**config.mk**
```make
export PLATFORM = sky130hd
export DESIGN_NAME = uart_rx_bit_timer
export DESIGN_NICKNAME = d
export VERILOG_FILES = /design/src/rtl/uart_pkg.sv /design/src/rtl/uart_majority3.sv /design/src/rtl/uart_rx_bit_timer.sv
export SDC_FILE = /design/constraint.sdc
export NUM_CORES = 1
export LEC_CHECK = 0
export ABC_AREA = 1
export CORE_UTILIZATION = 40
export CTS_CLUSTER_SIZE = 12
export DETAILED_ROUTE_END_ITERATION = 16
export GPL_ROUTABILITY_DRIVEN = 0
export SLEW_MARGIN = 0
export SYNTH_ARGS = -nofsm -noshare
export SYNTH_HDL_FRONTEND = slang
export SYNTH_SLANG_ARGS = --single-unit
```
**constraint.sdc**
```tcl
create_clock -name CLK -period 2.23 [get_ports CLK]
set_input_delay 0.446 -clock CLK [delete_from_list [all_inputs] [get_ports CLK]]
set_output_delay 0.446 -clock CLK [all_outputs]
set_load 0.01 [all_outputs]
```
**src/rtl/uart_pkg.sv**
```systemverilog
// ---------------------------------------------------------------------------
// uart_pkg
// Shared UART receive-path constants and helpers. Used by the bit timer, the
// majority voter and the Rx FSM.
//   UART_PRESC_MIN  smallest usable oversampling ratio (three samples + vote)
//   UART_FRAME_MIN  smallest usable frame length in bits
//   SMP_EARLY/MID/LATE  positions of the three mid-bit samples in the 3-bit
//                       sample shift register (oldest sample in the MSB)
// ---------------------------------------------------------------------------
package uart_pkg;

    localparam int UART_PRESC_MIN = 4;
    localparam int UART_FRAME_MIN = 2;

    localparam int SMP_EARLY = 2;
    localparam int SMP_MID   = 1;
    localparam int SMP_LATE  = 0;

    // 2-of-3 majority over the three mid-bit samples
    function automatic logic maj3(input logic [2:0] smp);
        return (smp[SMP_EARLY] & smp[SMP_MID])
             | (smp[SMP_EARLY] & smp[SMP_LATE])
             | (smp[SMP_MID]   & smp[SMP_LATE]);
    endfunction

endpackage

```
**src/rtl/uart_majority3.sv**
```systemverilog
// ---------------------------------------------------------------------------
// uart_majority3
// Three-sample shift register with a registered 2-of-3 vote.
//   CLK, RST     clock, asynchronous active-low reset
//   clear        synchronous clear of samples and valid (vote_bit holds)
//   sample_en    shift sample_in into the sample register
//   sample_in    serial line value to sample
//   vote_en      this cycle carries the last sample; vote over it next edge
//   vote_bit     registered majority result, resets to 1 (idle line)
//   vote_valid   registered 1-cycle pulse: vote_bit was just updated
// ---------------------------------------------------------------------------
module uart_majority3
    import uart_pkg::*;
(
    input  logic CLK,
    input  logic RST,
    input  logic clear,
    input  logic sample_en,
    input  logic sample_in,
    input  logic vote_en,
    output logic vote_bit,
    output logic vote_valid
);

    logic [2:0] smp_r;
    logic       vote_bit_r;
    logic       vote_valid_r;
    logic [2:0] smp_next_s;

    // Sample register contents after this cycle's shift; the vote uses it so
    // the late sample counts without an extra cycle of latency.
    always_comb begin
        smp_next_s = {smp_r[SMP_MID], smp_r[SMP_LATE], sample_in};
    end

    // Sample shift register and registered vote
    always_ff @(posedge CLK or negedge RST) begin
        if (!RST) begin
            smp_r        <= 3'b000;
            vote_bit_r   <= 1'b1;
            vote_valid_r <= 1'b0;
        end else if (clear) begin
            smp_r        <= 3'b000;
            vote_valid_r <= 1'b0;
        end else begin
            if (sample_en) begin
                smp_r <= smp_next_s;
            end
            if (vote_en) begin
                vote_bit_r <= maj3(smp_next_s);
            end
            vote_valid_r <= vote_en;
        end
    end

    assign vote_bit   = vote_bit_r;
    assign vote_valid = vote_valid_r;

endmodule

```
**src/rtl/uart_rx_bit_timer.sv**
```systemverilog
// ---------------------------------------------------------------------------
// uart_rx_bit_timer
// Oversampling bit timer for the UART receiver: counts oversample edges per
// bit and bits per frame, strobes three mid-bit samples and majority-votes
// the line over them.
//   CLK, RST      clock, asynchronous active-low reset
//   Count_En      run counters; low clears counters and samples next cycle
//   Prescale      oversample edges per bit (latched at start, min 4)
//   Frame_Len     bits per frame incl. start/parity/stop (latched, min 2)
//   Rx_In         synchronised serial line
//   Edge_Cnt      edge within bit, 1..Prescale_q (0 when idle)
//   Bit_Cnt       bit within frame, 0..Frame_Len_q-1
//   Sample_Stb    high on the three mid-bit sample edges
//   Sampled_Bit   majority of the last three samples (1 after reset)
//   Sample_Valid  1-cycle pulse: Sampled_Bit updated
//   Bit_Done      1-cycle pulse: last edge of a bit
//   Frame_Done    1-cycle pulse: last edge of the last bit of the frame
//   Start_Err     1-cycle pulse with Sample_Valid: start bit voted as 1
// ---------------------------------------------------------------------------
module uart_rx_bit_timer
    import uart_pkg::*;
#(
    parameter int PRESC_W  = 8,
    parameter int BITCNT_W = 4
) (
    input  logic                CLK,
    input  logic                RST,
    input  logic                Count_En,
    input  logic [PRESC_W-1:0]  Prescale,
    input  logic [BITCNT_W-1:0] Frame_Len,
    input  logic                Rx_In,
    output logic [PRESC_W-1:0]  Edge_Cnt,
    output logic [BITCNT_W-1:0] Bit_Cnt,
    output logic                Sample_Stb,
    output logic                Sampled_Bit,
    output logic                Sample_Valid,
    output logic                Bit_Done,
    output logic                Frame_Done,
    output logic                Start_Err
);

    logic [PRESC_W-1:0]  edge_cnt_r;
    logic [BITCNT_W-1:0] bit_cnt_r;
    logic [PRESC_W-1:0]  presc_q_r;
    logic [BITCNT_W-1:0] flen_q_r;
    logic                start_tag_r;

    logic [PRESC_W-1:0]  presc_clamp_s;
    logic [BITCNT_W-1:0] flen_clamp_s;
    logic [PRESC_W-1:0]  mid_s;
    logic                active_s;
    logic                bit_done_s;
    logic                last_bit_s;
    logic                strobe_s;
    logic                vote_en_s;
    logic                vote_bit_s;
    logic                vote_valid_s;

    // Clamp the frame parameters to the smallest values the timer can honour
    always_comb begin
        if (Prescale < PRESC_W'(UART_PRESC_MIN)) begin
            presc_clamp_s = PRESC_W'(UART_PRESC_MIN);
        end else begin
            presc_clamp_s = Prescale;
        end
        if (Frame_Len < BITCNT_W'(UART_FRAME_MIN)) begin
            flen_clamp_s = BITCNT_W'(UART_FRAME_MIN);
        end else begin
            flen_clamp_s = Frame_Len;
        end
    end

    // Event decode from the registered counters. Edge_Cnt==0 is the idle or
    // latch cycle, where the latched values may still be stale, so nothing
    // is decoded there.
    always_comb begin
        mid_s      = presc_q_r >> 1;
        active_s   = Count_En & (edge_cnt_r != PRESC_W'(0));
        bit_done_s = active_s & (edge_cnt_r == presc_q_r);
        last_bit_s = (bit_cnt_r == (flen_q_r - BITCNT_W'(1)));
        strobe_s   = active_s & ((edge_cnt_r == (mid_s - PRESC_W'(1)))
                               | (edge_cnt_r == mid_s)
                               | (edge_cnt_r == (mid_s + PRESC_W'(1))));
        vote_en_s  = active_s & (edge_cnt_r == (mid_s + PRESC_W'(1)));
    end

    // Edge/bit counters, parameter latching and start-bit tag for the vote
    always_ff @(posedge CLK or negedge RST) begin
        if (!RST) begin
            edge_cnt_r  <= PRESC_W'(0);
            bit_cnt_r   <= BITCNT_W'(0);
            presc_q_r   <= PRESC_W'(0);
            flen_q_r    <= BITCNT_W'(0);
            start_tag_r <= 1'b0;
        end else if (!Count_En) begin
            edge_cnt_r  <= PRESC_W'(0);
            bit_cnt_r   <= BITCNT_W'(0);
            start_tag_r <= 1'b0;
        end else begin
            start_tag_r <= vote_en_s & (bit_cnt_r == BITCNT_W'(0));
            if (edge_cnt_r == PRESC_W'(0)) begin
                edge_cnt_r <= PRESC_W'(1);
                presc_q_r  <= presc_clamp_s;
                flen_q_r   <= flen_clamp_s;
            end else if (bit_done_s) begin
                edge_cnt_r <= PRESC_W'(1);
                if (last_bit_s) begin
                    bit_cnt_r <= BITCNT_W'(0);
                end else begin
                    bit_cnt_r <= bit_cnt_r + BITCNT_W'(1);
                end
            end else begin
                edge_cnt_r <= edge_cnt_r + PRESC_W'(1);
            end
        end
    end

    uart_majority3 u_majority3 (
        .CLK        (CLK),
        .RST        (RST),
        .clear      (~Count_En),
        .sample_en  (strobe_s),
        .sample_in  (Rx_In),
        .vote_en    (vote_en_s),
        .vote_bit   (vote_bit_s),
        .vote_valid (vote_valid_s)
    );

    assign Edge_Cnt     = edge_cnt_r;
    assign Bit_Cnt      = bit_cnt_r;
    assign Sample_Stb   = strobe_s;
    assign Sampled_Bit  = vote_bit_s;
    // A vote in flight is dropped if the Rx FSM disables counting
    assign Sample_Valid = Count_En & vote_valid_s;
    assign Start_Err    = Count_En & vote_valid_s & start_tag_r & vote_bit_s;
    assign Bit_Done     = bit_done_s;
    assign Frame_Done   = bit_done_s & last_bit_s;

endmodule

```
# Word level (Yosys, flattened, before mapping)
# Index checks and enable logic that the tools add are counted.
# W data, S select, Z words.
[word_totals] regBits=29 inputBits=16 out_inout_bits=18 word_cells=58
[classes] n_addsub=5 n_lt_le_gt_ge=2 n_eq_ne=8 muxes=13 n_bitwise=16 reduce_logical=6
[ops] operator="$mux W8" count=4
[ops] operator="$eq A8 B8 Y1" count=3
[ops] operator="$mux W4" count=5
[ops] operator="$and A1 B1 Y1" count=12
[ops] operator="$add A7 B1 Y8 const B" count=1
[ops] operator="$add A8 B1 Y8 const B" count=1
[ops] operator="$eq A8 B7 Y1" count=1
[ops] operator="$logic_not A8 Y1" count=1
[ops] operator="$lt A8 B3 Y1 const B" count=1
[ops] operator="$reduce_bool A8 Y1" count=1
[ops] operator="$sub A7 B1 Y8 const B" count=1
[ops] operator="$reduce_and A2 Y1" count=3
[ops] operator="$add A4 B1 Y4 const B" count=1
[ops] operator="$eq A4 B4 Y1" count=1
[ops] operator="$logic_not A4 Y1" count=1
[ops] operator="$lt A4 B2 Y1 const B" count=1
[ops] operator="$mux W2" count=2
[ops] operator="$ne A2 B1 Y1 const B" count=2
[ops] operator="$or A1 B1 Y1" count=4
[ops] operator="$sub A4 B1 Y4 const B" count=1
[ops] operator="$mux W1" count=2
[ops] operator="$ne A2 B2 Y1 const B" count=1

# Depth between registers and ports, before layout
# Gate-level depths: netlist (run 1).
[logic_depth] ltp_word=7 depth_mapped=14 mapped_depth_nobuf=13

# By module
# A second synthesis (run 1) with hierarchy kept.
[hier_totals] hier_cells=307 area_unflattened_um2=2154.6
[modules_own_cells] module="uart_rx_bit_timer" n_inst=1 cells_each=286 area_per_inst_um2=1979.4 seq_area_each_um2=625.6
[modules_own_cells] module="uart_majority3" n_inst=1 cells_each=21 area_per_inst_um2=175.2 seq_area_each_um2=101.3

# Worst setup path before layout (run 1)
# Ideal clock, no wire load.
[synth_timing] path_type="reg2out" start="register presc_q_r[2]" end="output port Sample_Stb" arrival_ns=1.516 t_required_ns=1.784 path_slack_ns=0.268 path_stages_with_launch=11 n_path_buf=1 cell_sequence="dfrtp_1 > buf_2 > inv_1 > ha_1 > xnor2_1 > nand2_1 > nor2_1 > nand3_1 > nand3_2 > nand2_2 > inv_1"
[synth_between] elab_chain_len=5 word_cells_on_any_way=8 classes_between="2 x add/sub; 3 x eq/ne; 3 x bitwise"
[synth_lines] item="from (decl)" line_no="uart_rx_bit_timer.sv:44" source="logic [PRESC_W-1:0] presc_q_r;"
[synth_lines] item="from (signal assigned)" line_no="uart_rx_bit_timer.sv:103" source="presc_q_r <= presc_clamp_s;"
[synth_lines] item="$sub A7 B1 Y8" line_no="uart_rx_bit_timer.sv:81" source="strobe_s = active_s & ((edge_cnt_r == (mid_s - PRESC_W'(1)))"
[synth_lines] item="$eq A8 B8 Y1" line_no="uart_rx_bit_timer.sv:81"
[synth_lines] item="$or A1 B1 Y1" line_no="uart_rx_bit_timer.sv:82" source="| (edge_cnt_r == mid_s)"
[synth_lines] item="$or A1 B1 Y1 (*)" line_no="uart_rx_bit_timer.sv:83" source="| (edge_cnt_r == (mid_s + PRESC_W'(1))));"
[synth_lines] item="$and A1 B1 Y1 (*)" line_no="uart_rx_bit_timer.sv:81"
[synth_lines] item="to (decl)" line_no="uart_rx_bit_timer.sv:34" source="output logic Sample_Stb,"
# Every way passes the cells marked *; elsewhere a longest branch is shown, timed or not.

# Final worst setup path (run 1)
[layout_timing] start="register presc_q_r[3]" end="output port Sample_Stb"
# Same word-level chain as after synthesis.

==> metrics, run 1 <==
run status=complete, but fails checks; failing checks=negative setup slack; # setup viols final=1; Critical Path End Type=output pin; min-delay worst type=flip-flop to flip-flop; DP HPWL=4418 um; Starting Density=41.82%; CP Class=flip-flop to output pin; maximum fanout along the worst path=6; gr ovfl total=0; CTS H-tree depth=2; met1 wire length=2686 um; die width=75.31 um; Sw Share=36.73%; # hold bufs at CTS=0; Syn. warnings=0; layout cell share with drive strength beyond 1=32.68%; Max-Cap Viols=0; Mean Syn Cell Area=6.890 um2; flop2flop setup slack=0.35 ns; CP arrival=1.83 ns; post-synthesis sequential area ratio=33.82%; Synth async-reset ratio=100.0%; Max Freq=0.4403 GHz; final worst-path cycle share=101.8%; crit-path cells=buf_4 > nor2_4 > buf_4 > nand3_2 > inv_1 > nand2_1 > nand2_1 > nor2_1 > nand3_1 > nand3_2 > nand2_2 > inv_2 > buf_6; Area growth, synth to finish=50.70%; Final min period=2.271 ns; reg-to-reg endpoint=Edge_Cnt[4]; Startpoint Class=flip-flop; residual DRC count=0; Hold Vio Cnt, Final=0; crit path max-delay cell type=dfrtp_2; Setup Skew=0.005474 ns; placed cell areas=0.002920 mm2; Die Area=0.005671 mm2; Worst Setup SP=presc_q_r[3]; reg2reg start=presc_q_r[1]; antenna viol nets, final=0; vias in the first global route=2,077; Clock Tree Root=clkbuf_8; Worst VDD drop=0.4097 mV; first-pass GRT wire length=9653 um; internal power=0.001261 W; Largest stage delay, worst path=0.45 ns; crit path capture=Sample_Stb; RSZ-0062 raised after global routing=true; top layer in use=met4; met2 wire len=2702 um; initial DRC count=87; syn_nets=335; Final Util=63.02%; setup TNS=-0.04109 ns; CTS tree=done; via count=2,230; Seq pwr share=32.8%; met3 WL post-DR=305 um; first drt pass iteration count=4; Power, Total=0.001993 W; power density over cell area=615.1 mW/mm2; Die H=75.31 um; clk_lat worst skew=0.28 ns; Comb power frac=46.4%; clock sinks=29; Routed WL per cell=12.12 um; main flop type after synthesis=dfrtp_1; Yosys cell types=32; final setup margin=-0.04109 ns; Total GRT Usage=22.96%; post-DR vias/cell=4.675; # diodes=0; Lkg Pwr=1.612 nW; Core ar.=0.005140 mm2; Synth Register Bits=29; Port Buf Inserts=33; Boundary Pins=34; clock network fraction of total power=20.8%; Req. time, crit path=1.78 ns; Max transition margin=75.14%; largest net degree at the start of global routing=30; Post-Syn Area=0.002150 mm2; reg2reg path depth=11; max-slew violation count=0; clock slew seen by the registers of the worst setup and hold paths=0.06 ns; initial antenna violation count=0; Nets=429; fin area=0.003239 mm2; switching power=0.0007320 W; worst slew pin tran=0.3729 ns; Max clock buf depth=2; Cells after Synth=312; Cell Rows=26; DRT Wirelength=5779 um; number of synthesized flops with an enable pin=0; number of buffers created by CTS=5
## layer usage
| metal | up-vias | track usage (%) |
|---|---|---|
| met5 | - | 0 |
| met4 | 0 | 6.790 |
| met3 | 8 | 3.571 |
| met2 | 54 | 35.42 |
| met1 | 1001 | 33.42 |
| li1 | 1167 | - |
## final cells by class
class | count | area (um2)
clock buffers | 6 | 72.57
inverters | 41 | 153.9
well taps | 70 | 87.58
multi-input cells | 232 | 1341
fillers | 489 | 1901
flip-flops and latches | 29 | 733.2
clock inverters | 2 | 10.01
repair buffers | 97 | 840.8
## critical path: cells and delay by family, from the launching register on
kind / cells / cell delay, ns
and+or+nand+nor: 8 / 0.60
DFF: 1 / 0.45
buffers and inverters: 5 / 0.50
## worst min path at each step
stage	from	endpoint	slack (ns)	cells after the start
after floorplan	RST	Bit_Cnt[0]	0.15	0
after global placement	u_majority3.vote_bit	u_majority3.vote_bit	0.47	2
after detailed placement	flen_q_r[3]	flen_q_r[3]	0.48	2
after CTS	u_majority3.vote_bit	u_majority3.vote_bit	0.49	2
after global routing	u_majority3.vote_bit	u_majority3.vote_bit	0.52	2
final	u_majority3.vote_bit	u_majority3.vote_bit	0.49	2
## through the flow
stage	hold WS, ns	worst slack (ns)	std cells
floorplan	0.1504	0.2681	312
global placement	0.4750	-0.1780	458
detailed placement	0.4785	-0.2033	458
CTS	0.4879	-0.1006	471
global route	0.5182	-0.1810	477
finish	0.4878	-0.04109	477
## flip-flops by register name, summed over array words and instances, names as in the netlist
| signal | flops |
|---|---|
| flen_q_r | 4 |
| u_majority3.vote_bit | 1 |
| presc_q_r | 8 |
| u_majority3.vote_valid | 1 |
| u_majority3.smp_r | 2 |
| Edge_Cnt | 8 |
| Bit_Cnt | 4 |
| start_tag_r | 1 |
## cell usage after synthesis (5+ instances only)
cell type / n / area [um2]
nand2_1: 94 / 352.8
nor2_1: 35 / 131.4
inv_1: 31 / 116.4
dfrtp_1: 28 / 700.7
nand3_1: 23 / 115.1
xor2_1: 12 / 105.1
o21ai_0: 11 / 55.05
inv_2: 10 / 37.54
buf_2: 7 / 35.03
ha_1: 7 / 87.58
xnor2_1: 7 / 61.31
nand2_2: 5 / 31.28
nor3_1: 5 / 25.02
## placed cells by master (no fill, tap or decap), types with 2 or more instances in the layout
cell             netlist  routed
nand2_1               94      89
clkinv_2               0       2
xnor2_1                7       6
nor3_2                 2       3
clkbuf_8               0       5
nand3_2                2       3
ha_4                   0       3
buf_4                  3      58
nor2_1                35      30
nand3_1               23      21
o21ai_0               11      10
nor2_4                 1       4
dfrtp_1               28      23
xor2_1                12      11
ha_1                   7       4
o21ai_1                4       5
clkdlybuf4s50_1        0      28
nand4_1                4       4
inv_1                 31      24
nand2_2                5      10
a21oi_1                4       3
a31oi_1                3       3
buf_6                  0       7
nor2_2                 3       5
dfrtp_2                0       5
inv_2                 10      17
nor3_1                 5       4
nand4_2                2       2
## power groups by stage
stage	clock [W]	combinational, W	sequential (W)
floorplan	0	0.000455	0.000626
global placement	0	0.000741	0.000652
detailed placement	0	0.000744	0.000654
CTS	0.000417	0.000823	0.000651
global route	0.000448	0.00102	0.000662
finish	0.000414	0.000924	0.000654
## what timing repair did
item / CTS / global route
setup endpoints to repair: 5 / 4
gates resized for setup: 34 / 27
buffers inserted: 5 / 6
pin swaps: 7 / 14
## cells by family (layout without fill, tap and decap cells)
family                     Yosys count  after routing  synth area share (%)
AOI/OAI and AO/OA                   25             25                 6.461
adders and majority gates            7              7                 4.074
buffers and inverters               51            146                 9.837
xor gates and xnor gates            19             19                 7.742
DFF                                 29             29                 33.82
and+or+nand+nor                    181            181                 38.07
Note: power is estimated with default switching activity, not from simulation.
==> inputs of run 2 (changes only) <==
- CORE_MARGIN: unset -> 5
- REMOVE_ABC_BUFFERS: unset -> 1
==> run 2 against run 1 <==
The run still ends with negative setup slack left. Total power rose by 0.80%. Register-to-register slack got worse by 0.20 ns. Count of clock-buffer cells in the layout fell by 1. Clock skew barely moved. Non-clock buffer count fell by 6. Cell count fell by 1.3%. Fmax rose by 0.61%. Die area rose by 22%. Combinational power barely moved. Critical endpoint unchanged. Highest routed layer unchanged.
==> metrics, run 2 (synthesized netlist as in run 1, its figures left out) <==
worst slew pin tran=0.4500 ns; Die H=83.31 um; Setup Skew=0.005606 ns; Req. time, crit path=1.78 ns; # setup viols final=1; final setup margin=-0.02737 ns; met2 wire len=2854 um; Nets=423; Final min period=2.257 ns; gr ovfl total=0; Routed WL per cell=12.74 um; power density over cell area=626.9 mW/mm2; maximum fanout along the worst path=6; CP arrival=1.81 ns; clock slew seen by the registers of the worst setup and hold paths=0.07 ns; min-delay worst type=flip-flop to flip-flop; Hold Startpoint=u_majority3.vote_bit; crit path max-delay cell type=dfrtp_1; die width=83.31 um; Critical Path End Type=output pin; Hold Vio Cnt, Final=0; # diodes=0; Die Area=0.006940 mm2; DRT Wirelength=6000 um; Final Util=61.95%; Max clock buf depth=2; layout cell share with drive strength beyond 1=32.67%; via count=2,250; reg2reg start=presc_q_r[5]; # hold bufs at CTS=0; Cell Rows=26; cell mode on critical path=nand2_1; top layer in use=met4; placed cell areas=0.002810 mm2; RSZ-0062 raised after global routing=true; Largest stage delay, worst path=0.40 ns; Port Buf Inserts=33; initial antenna violation count=0; Worst Setup SP=presc_q_r[1]; setup TNS=-0.02737 ns; antenna viol nets, final=0; post-DR vias/cell=4.777; number of buffers created by CTS=5; run status=complete, but fails checks; Max transition margin=69.72%; crit-path cells=buf_6 > ha_4 > inv_4 > nand2_1 > nand2_1 > nand2_1 > nor2_2 > nand3_2 > nand3_2 > nand2_2 > inv_2 > buf_6; DP HPWL=4387 um; CTS tree=done; Max-Cap Viols=0; clk_lat worst skew=0.29 ns; dpl ws=-0.2496 ns; CTS H-tree depth=2; Area growth, synth to finish=49.07%; Lkg Pwr=1.587 nW; largest net degree at the start of global routing=30; commonest non-fill, non-tap cell in the layout=nand2_1; Boundary Pins=34; max-slew violation count=0; fin area=0.003204 mm2; Max Freq=0.4430 GHz; Clock Tree Root=clkbuf_8; final worst-path cycle share=101.2%; most frequent cells in the layout=90 x nand2_1, 51 x buf_4, 28 x nor2_1, 28 x clkdlybuf4s50_1, 26 x inv_1; met3 WL post-DR=254 um; Core ar.=0.005172 mm2; Starting Density=41.56%; residual DRC count=0; vias in the first global route=2,207; met1 wire length=2801 um; Worst VDD drop=0.3707 mV; Power, Total=0.002009 W; CP Class=flip-flop to output pin; first-pass GRT wire length=10,050 um; failing checks=negative setup slack; Startpoint Class=flip-flop; Total GRT Usage=17.59%; initial DRC count=76; first drt pass iteration count=4; clock sinks=29
## run 2: changes by cell type in the layout (fill, tap and decap cells not counted), sizes merged
cell and change:
clkinvlp +1, clkbuf -1, buf -6
## run 2: repair_timing
| item | CTS | global route |
|---|---|---|
| pin swaps | 17 | 15 |
| buffers inserted | 12 | 8 |
| resized for setup | 34 | 29 |
| setup endpoints to repair | 4 | 6 |
| hold endpoints to repair | 0 | 0 |
## run 2: path summary, 6_finish.rpt
kind                            slack [ns]              endpoint  cells past startpoint
worst max-delay path                 -0.03            Sample_Stb                     12
worst min-delay path                  0.48  u_majority3.vote_bit                      2
worst max register to register        0.15  u_majority3.smp_r[0]                     16
worst min register to register        0.48  u_majority3.vote_bit                      2
max in group asynchronous             1.37  u_majority3.vote_bit                      2
min in group asynchronous             0.54           Edge_Cnt[2]                      2
## run 2: report_power, final
group	leakage, nW	internal, W	total [W]	switching (W)
clock	0.0439	0.000215	0.000438	0.000223
combinational	1.18	0.000449	0.000922	0.000473
sequential	0.367	0.000582	0.000649	0.0000664
total	1.59	0.00125	0.00201	0.000763
## run 2: through the flow
| stage | instances | hold WS, ns |
|---|---|---|
| 6_report | 471 | 0.4835 |
| 3_3_place_gp | 445 | 0.4770 |
| 3_5_place_dp | 445 | 0.4789 |
| 2_1_floorplan | 302 | 0.1504 |
| 4_1_cts | 464 | 0.4893 |
| 5_1_grt | 471 | 0.5327 |
## run 2: critical path, delay by kind of cell (launching register included)
kind | cells | cell delay [ns]
flops | 1 | 0.40
fa+ha+maj | 1 | 0.18
buf+inv | 4 | 0.35
simple gates | 7 | 0.60
## run 2: final cells by class
| type | instances | area (um2) |
|---|---|---|
| multi-input combinational | 232 | 1344 |
| fill | 468 | 1968 |
| inverter | 41 | 156.4 |
| timing repair buffer | 91 | 793.3 |
| clock buffer | 5 | 68.82 |
| tap | 70 | 87.58 |
| clock inverter | 3 | 17.52 |
| sequential | 29 | 737.0 |
## run 2: layer usage
| metal | global-route usage [%] | up-vias |
|---|---|---|
| met2 | 29.37 | 40 |
| met3 | 3.267 | 8 |
| met1 | 23.04 | 1047 |
| met5 | 0 | - |
| li1 | - | 1155 |
| met4 | 5.201 | 0 |
